--- src/rtl/if_fetch_unit_if.sv ---
// if_fetch_unit_if: fetch-stage bundle of redirect, imem request/response and decode handshake signals
interface if_fetch_unit_if;
  logic        ex_take_branch;
  logic [31:0] ex_target_PC;
  logic        imem_req_valid;
  logic [31:0] imem_req_addr;
  logic        imem_req_ready;
  logic        imem_rsp_valid;
  logic [31:0] imem_rsp_data;
  logic        if_id_valid_inst;
  logic [31:0] if_id_PC;
  logic [31:0] if_id_NPC;
  logic [31:0] if_id_IR;
  logic        id_ready;
  modport master (
    input  ex_take_branch, ex_target_PC, imem_req_ready, imem_rsp_valid, imem_rsp_data, id_ready,
    output imem_req_valid, imem_req_addr, if_id_valid_inst, if_id_PC, if_id_NPC, if_id_IR
  );
  modport slave (
    output ex_take_branch, ex_target_PC, imem_req_ready, imem_rsp_valid, imem_rsp_data, id_ready,
    input  imem_req_valid, imem_req_addr, if_id_valid_inst, if_id_PC, if_id_NPC, if_id_IR
  );
endinterface

--- src/rtl/if_fetch_unit.sv ---
// if_fetch_unit: PC owner issuing in-order imem fetches into a small decode buffer with redirect flush
module if_fetch_unit #(
  parameter logic [31:0] RESET_PC = 32'h0000_0000,
  parameter int MAX_OUTSTANDING = 2,
  parameter int FBUF_DEPTH = 2
) (
  input logic clk,
  input logic rst,
  if_fetch_unit_if.master bus
);
  localparam int CW = $clog2(MAX_OUTSTANDING + 1);
  localparam int BW = $clog2(FBUF_DEPTH + 1);
  localparam int PW = $clog2(MAX_OUTSTANDING > 1 ? MAX_OUTSTANDING : 2);
  localparam int FW = $clog2(FBUF_DEPTH > 1 ? FBUF_DEPTH : 2);
  logic [31:0] pc;
  logic [CW-1:0] live_cnt, drop_cnt;
  logic [BW-1:0] buf_cnt;
  logic [31:0] pf_mem [MAX_OUTSTANDING];
  logic [PW-1:0] pf_wr, pf_rd;
  logic [31:0] fb_pc [FBUF_DEPTH];
  logic [31:0] fb_ir [FBUF_DEPTH];
  logic [FW-1:0] fb_wr, fb_rd;
  logic acc, rsp, live_rsp, drop_rsp, pop, take;
  function automatic logic [PW-1:0] pf_next(input logic [PW-1:0] p);
    return p == PW'(MAX_OUTSTANDING - 1) ? '0 : p + PW'(1);
  endfunction
  function automatic logic [FW-1:0] fb_next(input logic [FW-1:0] p);
    return p == FW'(FBUF_DEPTH - 1) ? '0 : p + FW'(1);
  endfunction
  assign take = bus.ex_take_branch;
  assign bus.imem_req_valid = !rst && (int'(live_cnt) + int'(drop_cnt) < MAX_OUTSTANDING)
                              && (int'(live_cnt) + int'(buf_cnt) < FBUF_DEPTH);
  assign bus.imem_req_addr = rst ? (RESET_PC & ~32'd3) : (pc & ~32'd3);
  assign acc = bus.imem_req_valid && bus.imem_req_ready;
  // responses with nothing outstanding are protocol errors and are ignored
  assign rsp = bus.imem_rsp_valid && (live_cnt != '0 || drop_cnt != '0);
  assign drop_rsp = rsp && drop_cnt != '0;
  assign live_rsp = rsp && drop_cnt == '0;
  assign bus.if_id_valid_inst = !rst && buf_cnt != '0 && !take;
  assign pop = bus.if_id_valid_inst && bus.id_ready;
  assign bus.if_id_PC = bus.if_id_valid_inst ? fb_pc[fb_rd] : '0;
  assign bus.if_id_NPC = bus.if_id_valid_inst ? fb_pc[fb_rd] + 32'd4 : '0;
  assign bus.if_id_IR = bus.if_id_valid_inst ? fb_ir[fb_rd] : '0;
  always_ff @(posedge clk) begin
    if (rst) begin
      pc <= RESET_PC;
      live_cnt <= '0;
      drop_cnt <= '0;
      buf_cnt <= '0;
      pf_wr <= '0;
      pf_rd <= '0;
      fb_wr <= '0;
      fb_rd <= '0;
    end else begin
      if (acc) begin
        pf_mem[pf_wr] <= pc;
        pf_wr <= pf_next(pf_wr);
      end
      if (rsp) pf_rd <= pf_next(pf_rd);
      // the PC FIFO survives a redirect so that wrong-path responses still retire their slot
      if (take) begin
        pc <= bus.ex_target_PC & ~32'd3;
        live_cnt <= '0;
        drop_cnt <= drop_cnt + live_cnt + CW'(acc) - CW'(rsp);
        buf_cnt <= '0;
        fb_wr <= '0;
        fb_rd <= '0;
      end else begin
        if (acc) pc <= pc + 32'd4;
        live_cnt <= live_cnt + CW'(acc) - CW'(live_rsp);
        drop_cnt <= drop_cnt - CW'(drop_rsp);
        if (live_rsp) begin
          fb_pc[fb_wr] <= pf_mem[pf_rd];
          fb_ir[fb_wr] <= bus.imem_rsp_data;
          fb_wr <= fb_next(fb_wr);
        end
        if (pop) fb_rd <= fb_next(fb_rd);
        buf_cnt <= buf_cnt + BW'(live_rsp) - BW'(pop);
      end
    end
  end
endmodule

--- src/flat_wrapper.sv ---
// flat-port wrapper written by rule: the top's interface ports become plain ports
module if_fetch_unit_flat 
#(
  parameter logic [31:0] RESET_PC = 32'h0000_0000,
  parameter int MAX_OUTSTANDING = 2,
  parameter int FBUF_DEPTH = 2
)
  (clk, rst, bus_ex_take_branch, bus_ex_target_PC, bus_imem_req_ready, bus_imem_rsp_valid, bus_imem_rsp_data, bus_id_ready, bus_imem_req_valid, bus_imem_req_addr, bus_if_id_valid_inst, bus_if_id_PC, bus_if_id_NPC, bus_if_id_IR);
  if_fetch_unit_if bus_i ();
  input logic clk;
  input logic rst;
  input wire logic [$bits(bus_i.ex_take_branch)-1:0] bus_ex_take_branch;
  input wire logic [$bits(bus_i.ex_target_PC)-1:0] bus_ex_target_PC;
  input wire logic [$bits(bus_i.imem_req_ready)-1:0] bus_imem_req_ready;
  input wire logic [$bits(bus_i.imem_rsp_valid)-1:0] bus_imem_rsp_valid;
  input wire logic [$bits(bus_i.imem_rsp_data)-1:0] bus_imem_rsp_data;
  input wire logic [$bits(bus_i.id_ready)-1:0] bus_id_ready;
  output wire logic [$bits(bus_i.imem_req_valid)-1:0] bus_imem_req_valid;
  output wire logic [$bits(bus_i.imem_req_addr)-1:0] bus_imem_req_addr;
  output wire logic [$bits(bus_i.if_id_valid_inst)-1:0] bus_if_id_valid_inst;
  output wire logic [$bits(bus_i.if_id_PC)-1:0] bus_if_id_PC;
  output wire logic [$bits(bus_i.if_id_NPC)-1:0] bus_if_id_NPC;
  output wire logic [$bits(bus_i.if_id_IR)-1:0] bus_if_id_IR;
  assign bus_i.ex_take_branch = bus_ex_take_branch;
  assign bus_i.ex_target_PC = bus_ex_target_PC;
  assign bus_i.imem_req_ready = bus_imem_req_ready;
  assign bus_i.imem_rsp_valid = bus_imem_rsp_valid;
  assign bus_i.imem_rsp_data = bus_imem_rsp_data;
  assign bus_i.id_ready = bus_id_ready;
  assign bus_imem_req_valid = bus_i.imem_req_valid;
  assign bus_imem_req_addr = bus_i.imem_req_addr;
  assign bus_if_id_valid_inst = bus_i.if_id_valid_inst;
  assign bus_if_id_PC = bus_i.if_id_PC;
  assign bus_if_id_NPC = bus_i.if_id_NPC;
  assign bus_if_id_IR = bus_i.if_id_IR;
  if_fetch_unit #(.RESET_PC(RESET_PC), .MAX_OUTSTANDING(MAX_OUTSTANDING), .FBUF_DEPTH(FBUF_DEPTH)) u_core (.clk(clk), .rst(rst), .bus(bus_i));
endmodule
--- config.mk ---
export PLATFORM = sky130hd
export DESIGN_NAME = if_fetch_unit_flat
export DESIGN_NICKNAME = d
export VERILOG_FILES = /design/src/rtl/if_fetch_unit_if.sv /design/src/rtl/if_fetch_unit.sv /design/src/flat_wrapper.sv
export SDC_FILE = /design/constraint.sdc
export NUM_CORES = 1
export LEC_CHECK = 0
export ABC_AREA = 1
export ABC_CLOCK_PERIOD_IN_PS = 9400
export CORE_ASPECT_RATIO = 0.75
export CORE_MARGIN = 4
export CORE_UTILIZATION = 53
export DETAILED_ROUTE_END_ITERATION = 6
export PLACE_DENSITY = 0.78
export SLEW_MARGIN = 30
export SYNTH_ARGS = -nofsm -noshare
export SYNTH_HDL_FRONTEND = slang
export SYNTH_SLANG_ARGS = --single-unit
--- constraint.sdc ---
create_clock -name clk -period 9.4 [get_ports clk]
set_clock_uncertainty 0.1 [all_clocks]
set_input_delay 2.82 -clock clk [delete_from_list [all_inputs] [get_ports clk]]
set_output_delay 2.82 -clock clk [all_outputs]
set_load 0.005 [all_outputs]
Word level (Yosys, flattened, before mapping)
Memories as Yosys holds them, arrays and structs flattened. A register that Yosys moved wholly into a read port is not among the register bits.
Cells that the tools add are included.
W data, S select, Z words.
{"block": "totals", "mem_count": 3, "out_inout_bits": 130, "inputBits": 70, "regBits": 42, "ramBits": 192, "word_cells": 72}
{"memory": "u_core.fb_ir", "words": 2, "word_bits": 32, "read_ports": 1, "rd_clocked_by_memory_dff": 1, "write_ports": 1, "line_no": "if_fetch_unit.sv:21", "source": "logic [31:0] fb_ir [FBUF_DEPTH];"}
{"memory": "u_core.fb_pc", "words": 2, "word_bits": 32, "read_ports": 1, "rd_clocked_by_memory_dff": 1, "write_ports": 1, "line_no": "if_fetch_unit.sv:20", "source": "logic [31:0] fb_pc [FBUF_DEPTH];"}
{"memory": "u_core.pf_mem", "words": 2, "word_bits": 32, "read_ports": 1, "rd_clocked_by_memory_dff": 1, "write_ports": 1, "line_no": "if_fetch_unit.sv:18", "source": "logic [31:0] pf_mem [MAX_OUTSTANDING];"}
{"block": "op_classes", "n_mux": 24, "n_lt_le_gt_ge": 2, "n_addsub": 16, "n_reduce_logical": 18}
{"operator": "$mux W32", "n": 6}
{"operator": "$add A32 B3 Y32 const B", "n": 2}
{"operator": "$lt A32 B3 Y1 const B", "n": 2}
{"operator": "$mux W1", "n": 17}
{"operator": "$logic_and A1 B1 Y1", "n": 9}
{"operator": "$reduce_bool A2 Y1", "n": 4}
{"operator": "$sub A2 B1 Y2", "n": 4}
{"operator": "$add A2 B1 Y2", "n": 3}
{"operator": "$add A2 B2 Y3", "n": 2}
{"operator": "$add A1 B1 Y1 const B", "n": 4}
{"operator": "$add A2 B2 Y2", "n": 1}
{"operator": "$logic_not A1 Y1", "n": 2}
{"operator": "$logic_not A2 Y1", "n": 1}
{"operator": "$mux W2", "n": 1}
{"operator": "$reduce_or A2 Y1", "n": 1}
{"operator": "$logic_or A1 B1 Y1", "n": 1}

Logic depth before layout (Yosys ltp)
Gate-level depths: netlist of the first run.
{"block": "depth", "ltp_word": 8, "mapped_depth": 14}

Worst setup path before layout of the first run
No wires, ideal clock.
{"block": "synth_path", "path_kind": "input -> register", "from": "input bus_ex_take_branch", "to": "memory u_core.fb_ir[1][0] (enable)", "path_stages": 3, "slack_ns": 1.238, "n_path_buf": 0, "required_time_ns": 8.742, "setup_time_ns": 0.558, "t_arrival_ns": 7.503, "cell_sequence": "nor2_1 -> clkinv_1 -> nor3_1"}
{"block": "synth_via", "elab_chain_cells": 3}
{"element": "from (decl)", "line_no": "flat_wrapper.sv:12", "source": "input wire logic [$bits(bus_i.ex_take_branch)-1:0] bus_ex_take_branch;"}
{"element": "$mux W1", "line_no": "if_fetch_unit.sv:61", "source": "if (take) begin"}
{"element": "$mux W1", "line_no": "if_fetch_unit.sv:45", "source": "if (rst) begin"}
{"element": "$mux W1 (not written as such)", "line_no": "if_fetch_unit.sv:74", "source": "fb_ir[fb_wr] <= bus.imem_rsp_data;"}
{"element": "to (decl)", "line_no": "if_fetch_unit.sv:21"}
Every way passes these cells.

Worst setup path after layout of the first run
{"block": "layout_path", "from": "input bus_ex_take_branch", "to": "output bus_if_id_NPC[21]"}
{"block": "layout_via", "elab_chain_cells": 3}
{"element": "$logic_not A1 Y1", "line_no": "if_fetch_unit.sv:39", "source": "assign bus.if_id_valid_inst = !rst && buf_cnt != '0 && !take;"}
{"element": "$logic_and A1 B1 Y1", "line_no": "if_fetch_unit.sv:39"}
{"element": "$mux W32", "line_no": "if_fetch_unit.sv:42", "source": "assign bus.if_id_NPC = bus.if_id_valid_inst ? fb_pc[fb_rd] + 32'd4 : '0;"}
{"element": "to (decl)", "line_no": "flat_wrapper.sv:22", "source": "output wire logic [$bits(bus_i.if_id_NPC)-1:0] bus_if_id_NPC;"}
Every way passes these cells.

==> results of run 1 <==
## worst reg2reg max path: stages, from the launching register on
cell and delay [ns]:
sky130_fd_sc_hd__dfxtp_1 0.43, sky130_fd_sc_hd__nand2_1 0.07, sky130_fd_sc_hd__inv_1 0.07, sky130_fd_sc_hd__fa_1 0.42, sky130_fd_sc_hd__nor2_1 0.18, sky130_fd_sc_hd__nand4_2 0.37
sky130_fd_sc_hd__nor2_4 0.85
## Yosys cell counts (all sizes together)
cell type	instances	area, µm²
xnor2	4	35.0
fa	3	60.1
nor2	191	784
nand4	4	31.3
inv	119	452
dfxtp	42	841
edfxtp	184	5530
nand3	54	275
a22oi	2	15.0
and2	1	6.26
o21ai	40	200
ha	9	113
conb	1	3.75
mux2	30	338
buf	22	178
or2	2	12.5
nor3	2	10.0
clkinv	2	7.51
nand3b	1	7.51
nand2	389	1530
a31oi	6	37.5
a211oi	1	7.51
nor4	1	6.26
xor2	14	123
clkbuf	24	90.1
a21oi	71	355
## how the worst max path moves through the flow
stage                              endpoint  depth (start not counted)               start
3_3_place_gp              bus_if_id_NPC[21]                          8  bus_ex_take_branch
5_1_grt                    bus_if_id_NPC[6]                          8  bus_ex_take_branch
4_1_cts                   bus_if_id_NPC[21]                          8  bus_ex_take_branch
6_report                  bus_if_id_NPC[21]                          8  bus_ex_take_branch
2_1_floorplan  u_core.fb_ir[1][0]$_DFFE_PP_                          3  bus_ex_take_branch
3_5_place_dp              bus_if_id_NPC[21]                          8  bus_ex_take_branch
## kinds of logic after synthesis
family	count (synthesis)
XOR/XNOR	18
multiplexers	30
buffers and inverters	167
other	1
adder cells (fa/ha/maj)	12
flip-flops	226
AO/OA/AOI/OAI	120
AND/OR/NAND/NOR	645
## layer usage
layer	vias to the layer above	share of wire	track usage
li1	4320	-	-
met1	4045	0.46	0.331
met2	356	0.45	0.350
met3	29	0.079	0.0457
met4	0	0.015	0.0436
met5	-	0	0
## report_power, final
| group | switching [mW] | leakage, nW | internal [mW] | total, mW |
|---|---|---|---|---|
| Combinational | 0.242 | 2.82 | 0.175 | 0.417 |
| Clock | 0.370 | 0.362 | 0.514 | 0.885 |
| Sequential | 0.0458 | 2.03 | 1.20 | 1.24 |
## registers in the layout, summed over array words and instances, names as in the netlist, named ones only
| name | count |
|---|---|
| u_core.fb_rd | 1 |
| u_core.pf_wr | 1 |
| u_core.fb_wr | 1 |
| u_core.pf_rd | 1 |
| u_core.fb_pc | 60 |
| u_core.pf_mem | 60 |
| u_core.buf_cnt | 2 |
| u_core.drop_cnt | 2 |
| u_core.pc | 30 |
| u_core.fb_ir | 64 |
| u_core.live_cnt | 2 |
## metrics by stage
step	power (mW)	worst slack (ns)	util	cell area, µm²	std cells
after floorplan	1.51	1.24	-	11100	1224
after global placement	1.65	1.23	0.645	13100	1658
after detailed placement	1.67	1.17	0.645	13100	1658
after CTS	2.56	1.17	0.681	13900	1700
after global routing	2.65	1.04	0.681	13900	1700
final	2.54	1.19	0.681	13900	1700
## final cells by class
class,count,share of cell area
Inverter,121,0.0331
Sequential cell,226,0.459
Tap cell,282,0.0254
Multi-Input combinational cell,831,0.289
Timing Repair Buffer,198,0.141
Clock buffer,27,0.0433
Clock inverter,15,0.00973
==> flow_results.xml, run 1 <==
<?xml version="1.0" encoding="UTF-8"?>
<metrics>
  <group name="outcome">
    <metric name="status" unit="">finished, final reports clean</metric>
  </group>
  <group name="placement">
    <metric name="port_buffers" unit="">191</metric>
    <metric name="globalplace.congestion" unit="">0.941</metric>
    <metric name="dp_hpwl" unit="mm">19.0</metric>
  </group>
  <group name="synth">
    <metric name="area_fraction_in_compound_gates_after_synthesis" unit="">0.0558</metric>
    <metric name="yosys.cell_types.count" unit="">39</metric>
    <metric name="synth_area" unit="µm²">11000</metric>
    <metric name="synth_simple_gate_area_frac" unit="">0.241</metric>
    <metric name="yosys_warn_count" unit="">0</metric>
    <metric name="synth.avg_cell_area" unit="µm²">9.06</metric>
    <metric name="ys_seq_elements" unit="">226</metric>
    <metric name="synth_fa_ha_area_frac" unit="">0.0156</metric>
    <metric name="synth_top_family_by_area" unit="">simple AND/OR/NAND/NOR gates</metric>
    <metric name="yosys-mux-area-fraction" unit="">0.0306</metric>
    <metric name="synthXorXnorAreaFrac" unit="">0.0143</metric>
    <metric name="netlist_instances" unit="">1219</metric>
    <metric name="synth.yosys.seq_area_share" unit="">0.577</metric>
  </group>
  <group name="finish">
    <metric name="final-seq-area" unit="µm²">6370</metric>
    <metric name="synthToLayoutAreaGrowth" unit="%">25.8</metric>
    <metric name="multi_input_comb_area" unit="µm²">4010</metric>
    <metric name="fin_nets" unit="">1483</metric>
    <metric name="most_common_library_cell_in_the_layout_ignoring_fill_and_taps" unit="">sky130_fd_sc_hd__nand2_1</metric>
    <metric name="final_cell_mix" unit="">sky130_fd_sc_hd__nand2_1 (362), sky130_fd_sc_hd__clkdlybuf4s50_1 (190), sky130_fd_sc_hd__edfxtp_1 (184)</metric>
    <metric name="nFillCells" unit="">1617</metric>
    <metric name="drive_gt1_frac" unit="">0.0910</metric>
    <metric name="num_antenna_cells" unit="">0</metric>
  </group>
  <group name="timing">
    <metric name="final_period_minus_worst_setup_slack" unit="ns">8.21</metric>
    <metric name="setup-tns-final" unit="ns">0</metric>
    <metric name="tightest_slew" unit="ns">0.922</metric>
    <metric name="rsz0062_at_grt" unit="">false</metric>
    <metric name="max-slew-margin-rel" unit="">0.384</metric>
    <metric name="final_max_slew_viol_count" unit="">0</metric>
    <metric name="final-hold-violation-count" unit="">0</metric>
    <metric name="min_period_over_period" unit="">0.873</metric>
    <metric name="setup_viol_count_final" unit="">0</metric>
    <metric name="max_freq" unit="GHz">0.122</metric>
    <metric name="fin_worst_hold_slack" unit="ns">0.363</metric>
  </group>
  <group name="drt">
    <metric name="drtAntennaViolNets" unit="">0</metric>
    <metric name="detailroute.via_count" unit="">8750</metric>
    <metric name="routed_via_density" unit="">5.15</metric>
    <metric name="drt_drc_violations_left" unit="">0</metric>
    <metric name="drt-total-wl" unit="mm">26.8</metric>
    <metric name="detailedRoute.firstPassIterationCount" unit="">5</metric>
    <metric name="routedWlPerCell" unit="µm">15.8</metric>
    <metric name="initialDrtViolationCount" unit="">662</metric>
  </group>
  <group name="floorplan">
    <metric name="floorplan_die_area" unit="µm²">23200</metric>
    <metric name="floorplan.die.height" unit="µm">133</metric>
    <metric name="core_region_area" unit="µm²">20400</metric>
    <metric name="die-width" unit="µm">175</metric>
    <metric name="ios" unit="">200</metric>
    <metric name="floorplan.rows" unit="">45</metric>
    <metric name="initial_util" unit="">0.542</metric>
  </group>
  <group name="critical_path">
    <metric name="crit-reg2reg-launch" unit="">u_core.live_cnt[0]$_SDFF_PP0_</metric>
    <metric name="worstPathMaxFanout" unit="">68</metric>
    <metric name="required" unit="ns">6.48</metric>
    <metric name="timing.critical_path.max_delay_family" unit="">buffers and inverters</metric>
    <metric name="critical-path-max-stage-delay" unit="ns">0.51</metric>
    <metric name="reg2reg_to" unit="">u_core.pf_mem[1][8]$_DFFE_PP_</metric>
    <metric name="timing.critical_path.slowest_stage_cell" unit="">sky130_fd_sc_hd__clkdlybuf4s50_1</metric>
    <metric name="timing.critical_path.to_type" unit="">output port</metric>
    <metric name="arrival" unit="ns">5.29</metric>
    <metric name="worst-setup-path-type" unit="">input port to output port</metric>
    <metric name="r2r_slack" unit="ns">6.51</metric>
    <metric name="path_buf_inv" unit="">3</metric>
    <metric name="cp-start-kind" unit="">input port</metric>
    <metric name="reg2regPathDepth" unit="">6</metric>
    <metric name="cp_cell_sequence" unit="">clkdlybuf4s50_1 -&gt; nor2_1 -&gt; o21ai_4 -&gt; buf_4 -&gt; a21oi_1 -&gt; nand2_1 -&gt; nand2_1 -&gt; clkdlybuf4s50_1</metric>
  </group>
  <group name="clock_network">
    <metric name="ctsResizeCount" unit="">0</metric>
    <metric name="cts-root-buf" unit="">sky130_fd_sc_hd__clkbuf_16</metric>
    <metric name="tritoncts" unit="">done</metric>
    <metric name="postCtsHoldBufs" unit="">0</metric>
    <metric name="number_of_buffers_created_by_cts" unit="">23</metric>
    <metric name="clkLatencyLatePin" unit="ns">0.50</metric>
    <metric name="ctsLongestPathBuffers" unit="">3</metric>
    <metric name="cts_max_level" unit="">1</metric>
    <metric name="clock_sinks" unit="">226</metric>
    <metric name="post-cts-setup-buffer-count" unit="">0</metric>
    <metric name="clk_pin_slew_worst_setup_hold_paths" unit="ns">0.06</metric>
  </group>
  <group name="global_route">
    <metric name="initial_antenna_violation_count" unit="">0</metric>
    <metric name="grt_start_max_net_pins" unit="">69</metric>
    <metric name="grt_pass1_vias" unit="">8191</metric>
    <metric name="grt_pass1_wl" unit="mm">42.6</metric>
    <metric name="grt_usage" unit="">0.225</metric>
    <metric name="overflow" unit="">0</metric>
  </group>
  <group name="hold_path">
    <metric name="min_path_cells" unit="">1</metric>
    <metric name="holdCritStartpoint" unit="">u_core.pf_rd$_SDFFE_PP0N_</metric>
    <metric name="worst_hold_path_type" unit="">register to register</metric>
    <metric name="min_delay_worst_endpoint" unit="">u_core.pf_rd$_SDFFE_PP0N_</metric>
  </group>
  <group name="pwr">
    <metric name="cellLeakagePower" unit="nW">5.21</metric>
    <metric name="pwr_density_cell" unit="nW/µm²">183</metric>
    <metric name="ir_worst_vdd" unit="µV">123</metric>
  </group>
  <group name="run">
    <metric name="cap_violations" unit="">0</metric>
  </group>
</metrics>
Power figures use the tool's default switching activity.
==> run 2, diff against run 1 <==
--- a/config.mk
+++ b/config.mk
@@ -6,7 +6,7 @@
 export NUM_CORES = 1
 export LEC_CHECK = 0
 export ABC_AREA = 1
-export ABC_CLOCK_PERIOD_IN_PS = 9400
+export CAP_MARGIN = 30
 export CORE_ASPECT_RATIO = 0.75
 export CORE_MARGIN = 4
 export CORE_UTILIZATION = 53
==> run 2 against run 1 <==
  * Sequential cell count did not move
  * Clock-buffer cell count is 1 higher
  * Clock power decreased by 1%
  * Core utilization barely moved
  * Critical path depth unchanged
  * First-iteration DRC count is 11% higher
  * Design area about the same
  * Cell count is essentially flat
  * Global-route usage fell by 0.072 points
  * Critical endpoint is now bus_if_id_NPC[9]
==> flow_results.xml, run 2 (synthesis gave the netlist of run 1 again) <==
<?xml version="1.0" encoding="UTF-8"?>
<metrics>
  <group name="placement">
    <metric name="dp_slack" unit="ns">1.23</metric>
    <metric name="detailed_place.area" unit="µm²">13200</metric>
    <metric name="port_buffers" unit="">191</metric>
    <metric name="globalplace.congestion" unit="">0.941</metric>
    <metric name="dp_hpwl" unit="mm">19.0</metric>
  </group>
  <group name="critical_path">
    <metric name="cp-startpoint" unit="">bus_ex_take_branch</metric>
    <metric name="crit-reg2reg-launch" unit="">u_core.live_cnt[1]$_SDFF_PP0_</metric>
    <metric name="worst-setup-path-type" unit="">input port to output port</metric>
    <metric name="arrival" unit="ns">5.24</metric>
    <metric name="r2r_slack" unit="ns">6.56</metric>
    <metric name="worstPathMaxFanout" unit="">68</metric>
    <metric name="reg2reg_to" unit="">u_core.fb_pc[0][3]$_DFFE_PP_</metric>
    <metric name="timing.critical_path.to_type" unit="">output port</metric>
    <metric name="cp-start-kind" unit="">input port</metric>
    <metric name="required" unit="ns">6.48</metric>
    <metric name="worst_setup_path_endpoint" unit="">bus_if_id_NPC[9]</metric>
    <metric name="reg2regPathDepth" unit="">7</metric>
  </group>
  <group name="floorplan">
    <metric name="die-width" unit="µm">175</metric>
    <metric name="floorplan_die_area" unit="µm²">23200</metric>
    <metric name="initial_util" unit="">0.542</metric>
    <metric name="floorplan.rows" unit="">45</metric>
    <metric name="floorplan.die.height" unit="µm">133</metric>
    <metric name="core_region_area" unit="µm²">20400</metric>
    <metric name="ios" unit="">200</metric>
  </group>
  <group name="drt">
    <metric name="m1WireLength" unit="mm">12.4</metric>
    <metric name="detailedRoute.firstPassIterationCount" unit="">5</metric>
    <metric name="detailroute.wirelength.met2" unit="mm">12.0</metric>
    <metric name="detailroute.via_count" unit="">8709</metric>
    <metric name="drt_drc_violations_left" unit="">0</metric>
    <metric name="routedWlPerCell" unit="µm">15.7</metric>
    <metric name="wl_met3" unit="mm">2.09</metric>
    <metric name="drt-total-wl" unit="mm">26.8</metric>
    <metric name="top_layer" unit="">met4</metric>
    <metric name="routed_via_density" unit="">5.12</metric>
    <metric name="initialDrtViolationCount" unit="">737</metric>
    <metric name="drtAntennaViolNets" unit="">0</metric>
  </group>
  <group name="timing">
    <metric name="setup_viol_count_final" unit="">0</metric>
    <metric name="finalWorstSetupSlack" unit="ns">1.24</metric>
    <metric name="final_max_slew_viol_count" unit="">0</metric>
    <metric name="max-slew-margin-rel" unit="">0.396</metric>
    <metric name="final-hold-violation-count" unit="">0</metric>
    <metric name="min_period_over_period" unit="">0.868</metric>
    <metric name="tightest_slew" unit="ns">0.903</metric>
    <metric name="final_period_minus_worst_setup_slack" unit="ns">8.16</metric>
    <metric name="rsz0062_at_grt" unit="">false</metric>
    <metric name="setup-tns-final" unit="ns">0</metric>
    <metric name="max_freq" unit="GHz">0.123</metric>
  </group>
  <group name="finish">
    <metric name="number_of_flip_flops_in_the_largest_register" unit="">64</metric>
    <metric name="fin_nets" unit="">1484</metric>
    <metric name="drive_gt1_frac" unit="">0.0874</metric>
    <metric name="most_common_library_cell_in_the_layout_ignoring_fill_and_taps" unit="">sky130_fd_sc_hd__nand2_1</metric>
    <metric name="final-seq-area" unit="µm²">6370</metric>
    <metric name="multi_input_comb_area" unit="µm²">4010</metric>
    <metric name="final_cell_mix" unit="">sky130_fd_sc_hd__nand2_1 (362), sky130_fd_sc_hd__clkdlybuf4s50_1 (190), sky130_fd_sc_hd__edfxtp_1 (184)</metric>
    <metric name="max_flop_register" unit="">u_core.fb_ir</metric>
    <metric name="num_antenna_cells" unit="">0</metric>
    <metric name="top_registers" unit="">u_core.fb_ir (64), u_core.fb_pc (60), u_core.pf_mem (60)</metric>
    <metric name="nFillCells" unit="">1602</metric>
    <metric name="synthToLayoutAreaGrowth" unit="%">25.7</metric>
    <metric name="postLayoutCellArea" unit="µm²">13900</metric>
  </group>
  <group name="global_route">
    <metric name="grt_pass1_wl" unit="mm">42.5</metric>
    <metric name="overflow" unit="">0</metric>
    <metric name="grt_start_max_net_pins" unit="">69</metric>
    <metric name="grt_usage" unit="">0.224</metric>
    <metric name="grt_pass1_vias" unit="">8233</metric>
    <metric name="initial_antenna_violation_count" unit="">0</metric>
  </group>
  <group name="clock_network">
    <metric name="cts_max_level" unit="">1</metric>
    <metric name="postCtsHoldBufs" unit="">0</metric>
    <metric name="ctsResizeCount" unit="">0</metric>
    <metric name="clock_sinks" unit="">226</metric>
    <metric name="clkLatencyLatePin" unit="ns">0.50</metric>
    <metric name="number_of_buffers_created_by_cts" unit="">23</metric>
    <metric name="clk_pin_slew_worst_setup_hold_paths" unit="ns">0.06</metric>
    <metric name="tritoncts" unit="">done</metric>
    <metric name="cts-root-buf" unit="">sky130_fd_sc_hd__clkbuf_16</metric>
    <metric name="post-cts-setup-buffer-count" unit="">0</metric>
    <metric name="ctsLongestPathBuffers" unit="">3</metric>
  </group>
  <group name="hold_path">
    <metric name="worst_hold_path_type" unit="">register to register</metric>
  </group>
  <group name="pwr">
    <metric name="pwr_density_cell" unit="nW/µm²">182</metric>
    <metric name="cellLeakagePower" unit="nW">5.20</metric>
    <metric name="ir_worst_vdd" unit="µV">119</metric>
  </group>
  <group name="outcome">
    <metric name="status" unit="">finished, final reports clean</metric>
  </group>
  <group name="run">
    <metric name="cap_violations" unit="">0</metric>
  </group>
</metrics>
run 2: worst min-delay path by stage:
stage                                         start                   endpoint  slack, ns  cells past startpoint
final                     u_core.pf_rd$_SDFFE_PP0N_                   register       0.36                      1
after global routing      u_core.pf_rd$_SDFFE_PP0N_  u_core.pf_rd$_SDFFE_PP0N_       0.38                      1
after CTS                 u_core.pf_rd$_SDFFE_PP0N_                   register       0.37                      1
after detailed placement  u_core.pf_rd$_SDFFE_PP0N_                   register       0.35                      1
after global placement    u_core.pf_rd$_SDFFE_PP0N_  u_core.pf_rd$_SDFFE_PP0N_       0.34                      1
after floorplan           u_core.pf_rd$_SDFFE_PP0N_                   register       0.33                      1
run 2: critical path, stage by stage:
cell and delay (ns):
sky130_fd_sc_hd__clkdlybuf4s50_1 0.47, sky130_fd_sc_hd__nor2_1 0.11, sky130_fd_sc_hd__o21ai_4 0.23, sky130_fd_sc_hd__buf_4 0.63, sky130_fd_sc_hd__nor2_1 0.12, sky130_fd_sc_hd__o21ai_0 0.29, sky130_fd_sc_hd__inv_1 0.06, sky130_fd_sc_hd__clkdlybuf4s50_1 0.45
run 2: cell type report:
type,instances,share of cell area
inverter,121,0.0331
timing repair buffer,199,0.142
clock inverter,14,0.00865
tap,282,0.0254
multi-input combinational,831,0.289
clock buffer,28,0.0435
sequential,226,0.459
run 2: where the power goes:
part	switching, mW	total, mW	internal [mW]	leakage, nW
clock network	0.363	0.875	0.512	0.347
logic	0.238	0.414	0.175	2.83
registers	0.0457	1.24	1.20	2.03
total	0.648	2.53	1.88	5.20
run 2: layer usage:
layer / vias up / GRT usage
met1: 4028 / 0.331
met4: 0 / 0.0345
met2: 346 / 0.355
met5: - / 0
li1: 4313 / -
met3: 22 / 0.0417
run 2: metrics by stage:
| step | instances | power [mW] | util | hold slack (ns) |
|---|---|---|---|---|
| final | 1701 | 2.53 | 0.681 | 0.364 |
| after global routing | 1701 | 2.64 | 0.681 | 0.382 |
| after CTS | 1701 | 2.55 | 0.681 | 0.366 |
| after detailed placement | 1659 | 1.67 | 0.645 | 0.349 |
| after global placement | 1658 | 1.65 | 0.645 | 0.338 |
| after floorplan | 1224 | 1.51 | - | 0.326 |
==> run 3, diff against run 2 <==
--- a/config.mk
+++ b/config.mk
@@ -7,7 +7,6 @@
 export LEC_CHECK = 0
 export ABC_AREA = 1
 export CAP_MARGIN = 30
-export CORE_ASPECT_RATIO = 0.75
 export CORE_MARGIN = 4
 export CORE_UTILIZATION = 53
 export DETAILED_ROUTE_END_ITERATION = 6
==> run 3 against run 2 <==
  * Clock power increased by 6.5%
  * Die area barely moved
  * Non-clock buffer count rose by 1
  * Sequential cell count stayed put
  * First-iteration DRC count shrank 26%
  * Sequential power about the same
  * Via count decreased by 2.0%
  * Core utilization up 0.27 points
  * Sequential share of layout area decreased by 0.14 points
  * Combinational power down 1%
  * Register-to-register slack got worse by 0.03 ns
  * Critical path depth decreased by 1
==> flow_results.xml, run 3 (synthesis gave the netlist of run 1 again) <==
<?xml version="1.0" encoding="UTF-8"?>
<metrics>
  <group name="outcome">
    <metric name="status" unit="">finished, final reports clean</metric>
  </group>
  <group name="placement">
    <metric name="dp_slack" unit="ns">1.26</metric>
    <metric name="globalplace.congestion" unit="">0.901</metric>
    <metric name="dp_hpwl" unit="mm">18.3</metric>
    <metric name="port_buffers" unit="">191</metric>
  </group>
  <group name="critical_path">
    <metric name="worst-setup-path-type" unit="">input port to output port</metric>
    <metric name="crit-reg2reg-launch" unit="">u_core.live_cnt[0]$_SDFF_PP0_</metric>
    <metric name="reg2regPathDepth" unit="">9</metric>
    <metric name="r2r_slack" unit="ns">6.53</metric>
    <metric name="reg2reg_to" unit="">u_core.pc[13]$_SDFFE_PP0P_</metric>
    <metric name="timing.critical_path.to_type" unit="">output port</metric>
    <metric name="cp-start-kind" unit="">input port</metric>
    <metric name="worstPathMaxFanout" unit="">25</metric>
    <metric name="arrival" unit="ns">5.18</metric>
    <metric name="required" unit="ns">6.48</metric>
  </group>
  <group name="finish">
    <metric name="num_antenna_cells" unit="">0</metric>
    <metric name="nFillCells" unit="">1584</metric>
    <metric name="most_common_library_cell_in_the_layout_ignoring_fill_and_taps" unit="">sky130_fd_sc_hd__nand2_1</metric>
    <metric name="number_of_flip_flops_in_the_largest_register" unit="">64</metric>
    <metric name="synthToLayoutAreaGrowth" unit="%">26.1</metric>
    <metric name="final_cell_mix" unit="">sky130_fd_sc_hd__nand2_1 (362), sky130_fd_sc_hd__clkdlybuf4s50_1 (190), sky130_fd_sc_hd__edfxtp_1 (184)</metric>
    <metric name="fin_nets" unit="">1484</metric>
    <metric name="top_registers" unit="">u_core.fb_ir (64), u_core.fb_pc (60), u_core.pf_mem (60)</metric>
    <metric name="drive_gt1_frac" unit="">0.0910</metric>
    <metric name="max_flop_register" unit="">u_core.fb_ir</metric>
  </group>
  <group name="floorplan">
    <metric name="die-width" unit="µm">152</metric>
    <metric name="floorplan.rows" unit="">52</metric>
    <metric name="core_region_area" unit="µm²">20400</metric>
    <metric name="floorplan.die.height" unit="µm">152</metric>
    <metric name="floorplan_die_area" unit="µm²">23200</metric>
    <metric name="initial_util" unit="">0.542</metric>
    <metric name="ios" unit="">200</metric>
  </group>
  <group name="timing">
    <metric name="setup_viol_count_final" unit="">0</metric>
    <metric name="min_period_over_period" unit="">0.862</metric>
    <metric name="rsz0062_at_grt" unit="">false</metric>
    <metric name="fin_worst_hold_slack" unit="ns">0.350</metric>
    <metric name="setup-tns-final" unit="ns">0</metric>
    <metric name="final_max_slew_viol_count" unit="">0</metric>
    <metric name="final-hold-violation-count" unit="">0</metric>
    <metric name="max_freq" unit="GHz">0.123</metric>
    <metric name="max-slew-margin-rel" unit="">0.421</metric>
    <metric name="tightest_slew" unit="ns">0.866</metric>
    <metric name="finalWorstSetupSlack" unit="ns">1.30</metric>
    <metric name="final_period_minus_worst_setup_slack" unit="ns">8.10</metric>
  </group>
  <group name="drt">
    <metric name="drt-total-wl" unit="mm">26.2</metric>
    <metric name="drtAntennaViolNets" unit="">0</metric>
    <metric name="routedWlPerCell" unit="µm">15.5</metric>
    <metric name="routed_via_density" unit="">5.06</metric>
    <metric name="detailroute.via_count" unit="">8538</metric>
    <metric name="initialDrtViolationCount" unit="">548</metric>
    <metric name="detailedRoute.firstPassIterationCount" unit="">5</metric>
    <metric name="drt_drc_violations_left" unit="">0</metric>
  </group>
  <group name="clock_network">
    <metric name="clkLatencyLatePin" unit="ns">0.49</metric>
    <metric name="cts_max_level" unit="">1</metric>
    <metric name="cts-root-buf" unit="">sky130_fd_sc_hd__clkbuf_16</metric>
    <metric name="tritoncts" unit="">done</metric>
    <metric name="post-cts-setup-buffer-count" unit="">0</metric>
    <metric name="clock_sinks" unit="">226</metric>
    <metric name="ctsLongestPathBuffers" unit="">3</metric>
    <metric name="ctsResizeCount" unit="">0</metric>
    <metric name="clk_pin_slew_worst_setup_hold_paths" unit="ns">0.06</metric>
    <metric name="postCtsHoldBufs" unit="">0</metric>
    <metric name="number_of_buffers_created_by_cts" unit="">22</metric>
  </group>
  <group name="pwr">
    <metric name="cellLeakagePower" unit="nW">5.23</metric>
    <metric name="ir_worst_vdd" unit="µV">124</metric>
    <metric name="totalPowerFinal" unit="mW">2.58</metric>
    <metric name="pwr_density_cell" unit="nW/µm²">185</metric>
  </group>
  <group name="global_route">
    <metric name="grt_pass1_vias" unit="">8230</metric>
    <metric name="initial_antenna_violation_count" unit="">0</metric>
    <metric name="grt_start_max_net_pins" unit="">68</metric>
    <metric name="overflow" unit="">0</metric>
    <metric name="grt_usage" unit="">0.217</metric>
    <metric name="grt_pass1_wl" unit="mm">42.0</metric>
  </group>
  <group name="run">
    <metric name="cap_violations" unit="">0</metric>
  </group>
  <group name="hold_path">
    <metric name="worst_hold_path_type" unit="">register to register</metric>
    <metric name="min_path_cells" unit="">1</metric>
    <metric name="holdCritStartpoint" unit="">u_core.pf_rd$_SDFFE_PP0N_</metric>
  </group>
</metrics>
==> run 3: changes by cell type in the layout (fill, tap and decap cells not counted), sizes merged <==
cell	delta
bufinv	+2
buf	+1
clkinv	-5
==> run 3: metrics by stage <==
step,instances,instance area [µm²],utilization
finish,1687,13900,0.684
global route,1687,13900,0.684
CTS,1687,13900,0.684
detailed placement,1648,13100,0.645
global placement,1648,13100,0.645
floorplan,1224,11100,-
==> run 3: critical path, stage by stage <==
cell and delay [ns]:
sky130_fd_sc_hd__clkdlybuf4s50_1 0.41, sky130_fd_sc_hd__nor2_1 0.39, sky130_fd_sc_hd__o21ai_4 0.32, sky130_fd_sc_hd__inv_1 0.38, sky130_fd_sc_hd__o21ai_0 0.15, sky130_fd_sc_hd__a21oi_1 0.18
sky130_fd_sc_hd__clkdlybuf4s50_1 0.53
==> run 3: area by class of cell <==
type | count | area, µm² | area share
sequential | 226 | 6370 | 0.457
clock inverter | 11 | 164 | 0.0118
inverter | 121 | 459 | 0.0330
tap | 270 | 338 | 0.0243
multi-input combinational | 831 | 4010 | 0.288
timing repair buffer | 200 | 1970 | 0.142
clock buffer | 28 | 614 | 0.0441
==> run 3: how the worst max path moves through the flow <==
stage	to	start	cells past startpoint
after floorplan	u_core.fb_ir[1][0]$_DFFE_PP_	bus_ex_take_branch	3
after global placement	bus_if_id_NPC[7]	bus_ex_take_branch	7
after detailed placement	bus_if_id_NPC[7]	bus_ex_take_branch	7
after CTS	bus_if_id_NPC[7]	bus_ex_take_branch	7
after global routing	bus_if_id_NPC[7]	bus_ex_take_branch	7
final	bus_if_id_NPC[7]	bus_ex_take_branch	7
==> run 3: power breakdown <==
| group | leakage, nW | total [mW] | internal (mW) | switching, mW |
|---|---|---|---|---|
| Sequential | 2.03 | 1.24 | 1.20 | 0.0422 |
| Clock | 0.376 | 0.932 | 0.573 | 0.358 |
| Combinational | 2.83 | 0.408 | 0.175 | 0.233 |
==> run 3: metal layers <==
metal / up-vias / part of all wire / track usage / routed length, µm
met2: 289 / 0.47 / 0.366 / 12400
met3: 44 / 0.055 / 0.0338 / 1440
li1: 4319 / - / - / -
met4: 0 / 0.024 / 0.0582 / 618
met5: - / 0 / 0 / 0
met1: 3886 / 0.45 / 0.295 / 11700
